===== src/rtl/tank_ctrl.sv =====
// Per-player tank controller: turns scancodes into position, facing, shield and respawn state.
// All state advances once per frame_clk rising edge.
module tank_ctrl #(
  parameter int unsigned X_SPAWN         = 120,
  parameter int unsigned Y_SPAWN         = 240,
  parameter int unsigned X_MIN           = 0,
  parameter int unsigned X_MAX           = 639,
  parameter int unsigned Y_MIN           = 0,
  parameter int unsigned Y_MAX           = 479,
  parameter int unsigned SIZE            = 16,
  parameter int unsigned STEP            = 1,
  parameter int unsigned N_OBS           = 13,
  parameter int unsigned SHIELD_FRAMES   = 120,
  parameter int unsigned SHIELD_COOLDOWN = 240,
  parameter int unsigned RESPAWN_FRAMES  = 60,
  parameter logic [7:0]  KEY_UP          = 8'h1A,
  parameter logic [7:0]  KEY_DOWN        = 8'h16,
  parameter logic [7:0]  KEY_LEFT        = 8'h04,
  parameter logic [7:0]  KEY_RIGHT       = 8'h07,
  parameter logic [7:0]  KEY_SHIELD      = 8'h09
) (
  input  logic               frame_clk,
  input  logic               Reset,
  input  logic [7:0]         keycode,
  input  logic [3*N_OBS-1:0] bounce_on,
  input  logic               game_over,
  input  logic               shot_hit,
  output logic [9:0]         TankX,
  output logic [9:0]         TankY,
  output logic [9:0]         TankS,
  output logic [2:0]         rotation,
  output logic               field_on,
  output logic               shield_ready,
  output logic               respawning,
  output logic [3:0]         deaths
);

  typedef enum logic [1:0] {StAlive, StRespawn, StFrozen} state_e;

  localparam int unsigned ShW = (SHIELD_FRAMES > 1) ? $clog2(SHIELD_FRAMES) : 1;
  localparam int unsigned CoW = (SHIELD_COOLDOWN > 1) ? $clog2(SHIELD_COOLDOWN) : 1;
  localparam int unsigned ReW = (RESPAWN_FRAMES > 1) ? $clog2(RESPAWN_FRAMES) : 1;

  // Far-edge offset of a stepped sprite, and the lowest coordinate a step toward 0 may start from.
  localparam logic [10:0] FarOff = 11'(STEP + SIZE - 1);
  localparam logic [10:0] XLoLim = 11'(X_MIN + STEP);
  localparam logic [10:0] YLoLim = 11'(Y_MIN + STEP);
  localparam logic [10:0] XHi    = 11'(X_MAX);
  localparam logic [10:0] YHi    = 11'(Y_MAX);
  localparam logic [9:0]  XSp    = 10'(X_SPAWN);
  localparam logic [9:0]  YSp    = 10'(Y_SPAWN);
  localparam logic [9:0]  Step10 = 10'(STEP);

  state_e           state_q, state_d;
  logic [9:0]       x_q, x_d, y_q, y_d;
  logic [2:0]       rot_q, rot_d;
  logic             field_q, field_d, ready_q, ready_d;
  logic [ShW-1:0]   shield_cnt_q, shield_cnt_d;
  logic [CoW-1:0]   cool_cnt_q, cool_cnt_d;
  logic [ReW-1:0]   resp_cnt_q, resp_cnt_d;
  logic [3:0]       deaths_q, deaths_d;
  logic [3:0]       blk;

  // blk[c] is set when any obstacle channel reports contact code c.
  always_comb begin
    blk = 4'b0000;
    for (int i = 0; i < N_OBS; i++) begin
      if (!bounce_on[3*i+2]) blk[bounce_on[3*i +: 2]] = 1'b1;
    end
  end

  always_comb begin
    state_d      = state_q;
    x_d          = x_q;
    y_d          = y_q;
    rot_d        = rot_q;
    field_d      = field_q;
    ready_d      = ready_q;
    shield_cnt_d = shield_cnt_q;
    cool_cnt_d   = cool_cnt_q;
    resp_cnt_d   = resp_cnt_q;
    deaths_d     = deaths_q;

    if (!game_over && state_q != StFrozen && !ready_q && !field_q) begin
      if (cool_cnt_q == '0) ready_d = 1'b1;
      else                  cool_cnt_d = cool_cnt_q - CoW'(1);
    end

    if (game_over) begin
      state_d      = StFrozen;
      x_d          = XSp;
      y_d          = YSp;
      rot_d        = 3'b000;
      field_d      = 1'b0;
      ready_d      = 1'b1;
      shield_cnt_d = '0;
      cool_cnt_d   = '0;
      resp_cnt_d   = '0;
    end else begin
      unique case (state_q)
        StFrozen: state_d = StAlive;
        StRespawn: begin
          if (resp_cnt_q == '0) state_d = StAlive;
          else                  resp_cnt_d = resp_cnt_q - ReW'(1);
        end
        StAlive: begin
          if (shot_hit && !field_q) begin
            state_d    = StRespawn;
            x_d        = XSp;
            y_d        = YSp;
            rot_d      = 3'b000;
            resp_cnt_d = ReW'(RESPAWN_FRAMES - 1);
            if (deaths_q != 4'hF) deaths_d = deaths_q + 4'd1;
          end else if (field_q) begin
            if (keycode != KEY_SHIELD || shield_cnt_q == '0) begin
              field_d    = 1'b0;
              ready_d    = 1'b0;
              cool_cnt_d = CoW'(SHIELD_COOLDOWN - 1);
            end else begin
              shield_cnt_d = shield_cnt_q - ShW'(1);
            end
          end else if (keycode == KEY_SHIELD && ready_q) begin
            field_d      = 1'b1;
            shield_cnt_d = ShW'(SHIELD_FRAMES - 1);
          end else if (keycode == KEY_RIGHT) begin
            rot_d = 3'b000;
            if ({1'b0, x_q} + FarOff <= XHi && !blk[0]) x_d = x_q + Step10;
          end else if (keycode == KEY_LEFT) begin
            rot_d = 3'b001;
            if ({1'b0, x_q} >= XLoLim && !blk[1]) x_d = x_q - Step10;
          end else if (keycode == KEY_DOWN) begin
            rot_d = 3'b010;
            if ({1'b0, y_q} + FarOff <= YHi && !blk[2]) y_d = y_q + Step10;
          end else if (keycode == KEY_UP) begin
            rot_d = 3'b011;
            if ({1'b0, y_q} >= YLoLim && !blk[3]) y_d = y_q - Step10;
          end
        end
        default: state_d = StAlive;
      endcase
    end
  end

  always_ff @(posedge frame_clk) begin
    if (Reset) begin
      state_q      <= StAlive;
      x_q          <= XSp;
      y_q          <= YSp;
      rot_q        <= 3'b000;
      field_q      <= 1'b0;
      ready_q      <= 1'b1;
      shield_cnt_q <= '0;
      cool_cnt_q   <= '0;
      resp_cnt_q   <= '0;
      deaths_q     <= 4'd0;
    end else begin
      state_q      <= state_d;
      x_q          <= x_d;
      y_q          <= y_d;
      rot_q        <= rot_d;
      field_q      <= field_d;
      ready_q      <= ready_d;
      shield_cnt_q <= shield_cnt_d;
      cool_cnt_q   <= cool_cnt_d;
      resp_cnt_q   <= resp_cnt_d;
      deaths_q     <= deaths_d;
    end
  end

  assign TankX        = x_q;
  assign TankY        = y_q;
  assign TankS        = 10'(SIZE);
  assign rotation     = rot_q;
  assign field_on     = field_q;
  assign shield_ready = ready_q;
  assign respawning   = (state_q == StRespawn);
  assign deaths       = deaths_q;

endmodule

===== config.mk =====
export PLATFORM = sky130hd
export DESIGN_NAME = tank_ctrl
export DESIGN_NICKNAME = d
export VERILOG_FILES = /design/src/rtl/tank_ctrl.sv
export SDC_FILE = /design/constraint.sdc
export NUM_CORES = 1
export LEC_CHECK = 0
export CAP_MARGIN = 10
export CORE_ASPECT_RATIO = 1.2
export CORE_MARGIN = 5
export CORE_UTILIZATION = 52
export CTS_BUF_LIST = sky130_fd_sc_hd__clkbuf_4 sky130_fd_sc_hd__clkbuf_8
export DETAILED_ROUTE_END_ITERATION = 8
export PLACE_DENSITY = 0.84
export RECOVER_POWER = 100
export SYNTH_ARGS = -nofsm -noshare
export SYNTH_HDL_FRONTEND = slang
export SYNTH_SLANG_ARGS = --single-unit

===== constraint.sdc =====
create_clock -name frame_clk -period 3.4 [get_ports frame_clk]
set_input_delay 0.68 -clock frame_clk [delete_from_list [all_inputs] [get_ports frame_clk]]
set_output_delay 0.68 -clock frame_clk [all_outputs]
set_load 0.02 [all_outputs]

==> flow_summary.json <==
{
  "grt_pass1_vias": 3730,
  "avgRoutedWirePerCell_um": 16.20,
  "rsz0062_at_grt": "false",
  "worst_slew_pin_slew_ns": 1.061,
  "slowest_delay_ns": 0.58,
  "dieArea_um2": 8847,
  "fp-row-count": 33,
  "power.internal_w": 0.0008737,
  "initial_core_util_pct": 53.56,
  "critPathArrivalTime_ns": 3.34,
  "die_w_um": 86.70,
  "antenna_found_initial": 0,
  "syn2layout_area_growth_pct": 25.32,
  "antennaDiodeCount": 0,
  "yosys.cell_types.count": 58,
  "cp_top_family": "simple AND/OR/NAND/NOR gates",
  "yosys_warnings": 0,
  "drtIter0Drc": 234,
  "fin_skew_ns": 0.01068,
  "drc": 0,
  "startpoint_type": "primary input",
  "cts_root_buffer": "clkbuf_8",
  "cts_buffers": 5,
  "cts.sinks": 51,
  "drtPass1Iterations": 6,
  "max_freq_mhz": 322.3,
  "synthesis.instances": 476,
  "finalCritPeriodShare_pct": 91.27,
  "synth_area_um2": 3671,
  "drv_slew": 0,
  "maxCapViolations": 0,
  "clk_latency_ns": 0.31,
  "grt_usage_pct": 23.48,
  "max_slew_margin_pct": 28.32,
  "power_switching_w": 0.0003599,
  "required_ns": 3.64,
  "tns_ns": 0,
  "via_count": 3888,
  "clockPowerShare_pct": 28.7,
  "synth_seq_area_share_pct": 27.81,
  "place.gp.congestion": 0.9144,
  "slowest_stage": "or4_1",
  "synth_area_leaders": "dfxtp_1 (28%), ha_1 (6.5%), nor2_1 (5.4%), xnor2_1 (4.5%), nor3_1 (4.2%)",
  "pwr-share-comb_pct": 21.0,
  "period_minus_slack_ns": 3.103,
  "powerDensity_nw_per_um2": 268.1,
  "grt_pass1_wl_mm": 17.02,
  "status": "finished clean",
  "cp_num_buf_inv": 2,
  "tritoncts": "yes",
  "cts.path.max_buffers": 2,
  "synth_edf_count": 0,
  "p_leak_nw": 1.729,
  "async_flop_share_pct": 0,
  "finalHoldWorstSlack_ns": 0.5033,
  "ys.flop_type": "dfxtp_1",
  "detail_route.wirelength_mm": 10.43,
  "critical_path.cell_chain": "clkdlybuf4s50_1 -> or4_1 -> or3_1 -> nor3_2 -> o211ai_1 -> buf_4 -> or3_1 -> a21oi_1",
  "holdBufCountCts": 0,
  "clk_pin_slew_ns": 0.10,
  "vias_per_cell": 6.037,
  "grt_max_degree": 19,
  "crit_top_cell": "or3_1",
  "port_buffers": 79,
  "hold_viol_final": 0,
  "grt.overflow.total": 0,
  "crit_type": "in -> reg",
  "design.core.area_um2": 6854,
  "path_max_fanout": 15,
  "syn_avg_cell_area_um2": 7.712,
  "setup_viol": 0,
  "ir_drop_v": 0.0002470,
  "ctsResizeCount": 0,
  "swShare_pct": 29.18,
  "final_nets": 626,
  "die_y_um": 102.0,
  "synth.largest_area_cell": "dfxtp_1",
  "ant_nets": 0,
  "layout-drive-gt1-share_pct": 4.668,
  "synth_seq_cells": 51,
  "p_seq_share_pct": 50.3,
  "endpoint_kind": "flip-flop",
  "num_io_pins": 91,
  "synth_top_area_share_pct": 27.81,
  "dp_hpwl_mm": 8.085,
  "h-tree-depth": 2,
  "min_path_type": "reg -> reg",
  "cts_setup_buffers": 0
}
==> worst paths after layout <==
check | from | to | slack, ns | cells past startpoint
max reg2reg | TankY[4]$_SDFFE_PP1P_ | TankY[9]$_SDFFE_PP0P_ | 0.76 | 9
min | resp_cnt_q[0]$_SDFFE_PP0P_ | resp_cnt_q[0]$_SDFFE_PP0P_ | 0.50 | 1
min reg2reg | resp_cnt_q[0]$_SDFFE_PP0P_ | resp_cnt_q[0]$_SDFFE_PP0P_ | 0.50 | 1
max | keycode[7] | TankX[2]$_SDFFE_PP0P_ | 0.30 | 8
==> through the flow <==
step	setup WS (ns)	util [%]	std cells	power, W	instance area, µm²
final	0.2969	67.12	644	0.001234	4601
after global routing	0.1627	67.12	644	0.001289	4601
after CTS	0.4336	67.56	644	0.001245	4631
after detailed placement	0.1139	66.28	636	0.0008947	4543
after global placement	0.1939	66.28	636	0.0008888	4543
after floorplan	0.7049	-	485	0.0007762	3705
==> cells by family after synthesis <==
family / count (synthesis) / share of synthesized area [%]
mux: 6 / 1.670
other cells: 2 / 0.2046
buf+inv: 41 / 5.419
simple gates: 233 / 34.42
xor+xnor: 29 / 6.919
fa+ha+maj: 19 / 6.476
flops: 51 / 27.81
compound gates: 95 / 17.08
==> layout make-up <==
cell class,count,area (µm²)
fillers,592,2253
flip-flops and latches,51,1021
well taps,87,108.9
inverters,17,63.81
clock inverters,3,18.77
clock buffers,5,68.82
multi-input cells,393,2471
repair buffers,88,848.3
==> metal layers <==
metal,share of wire [%],track usage [%],vias up,wire [µm]
met5,0,0,-,0
met4,2.7,8.393,0,284
met3,7.5,3.468,32,785
met2,48,42.40,186,5016
met1,42,28.14,1784,4347
li1,-,-,1886,-
==> cell usage in the layout, fill, tap and decap left out, types with 5 or more instances in the layout <==
cell type	synthesis	routed
nor2_1	53	53
dfxtp_1	51	51
clkdlybuf4s50_1	0	48
nor3_1	31	31
dlygate4sd3_1	0	31
nand2_1	28	28
a21oi_1	25	25
o21ai_0	24	25
nand3_1	24	24
xnor2_1	19	19
ha_1	19	19
inv_1	17	17
or3_1	13	14
nand3b_1	14	14
nor4_1	11	11
conb_1	2	11
xor2_1	10	10
nor3b_1	9	9
nand4_1	9	9
a22oi_1	8	8
or4_1	6	7
nand2b_1	6	6
and3_1	6	6
buf_4	11	6
nor2b_1	5	5
o211ai_1	4	5
mux2i_1	5	5
clkbuf_8	0	5
==> cells in the mapped netlist (3+ instances only) <==
master    instances
a211oi_1          4
a21oi_1          25
a22oi_1           8
a31oi_1           3
and3_1            6
buf_2             3
buf_4            11
clkbuf_1         10
dfxtp_1          51
ha_1             19
inv_1            17
mux2i_1           5
nand2_1          28
nand2b_1          6
nand3_1          24
nand3b_1         14
nand4_1           9
nor2_1           53
nor2b_1           5
nor3_1           31
nor3b_1           9
nor4_1           11
o211ai_1          4
o21ai_0          24
o21ai_1           3
o41ai_1           4
or2_2             4
or3_1            13
or4_1             6
xnor2_1          19
xor2_1           10
==> power groups by stage <==
stage | clock (W) | sequential [W] | combinational, W
detailed placement | 0 | 0.000635 | 0.000260
finish | 0.000354 | 0.000621 | 0.000259
CTS | 0.000362 | 0.000621 | 0.000262
floorplan | 0 | 0.000638 | 0.000138
global route | 0.000384 | 0.000623 | 0.000282
global placement | 0 | 0.000634 | 0.000255
==> sequential cells by signal, summed over array words and instances (netlist names) <==
signal / count
field_on: 1
cool_cnt_q: 8
state_q: 2
shield_ready: 1
TankY: 10
resp_cnt_q: 6
rotation: 2
TankX: 10
deaths: 4
shield_cnt_q: 7
(Power assumes the default switching activity.)
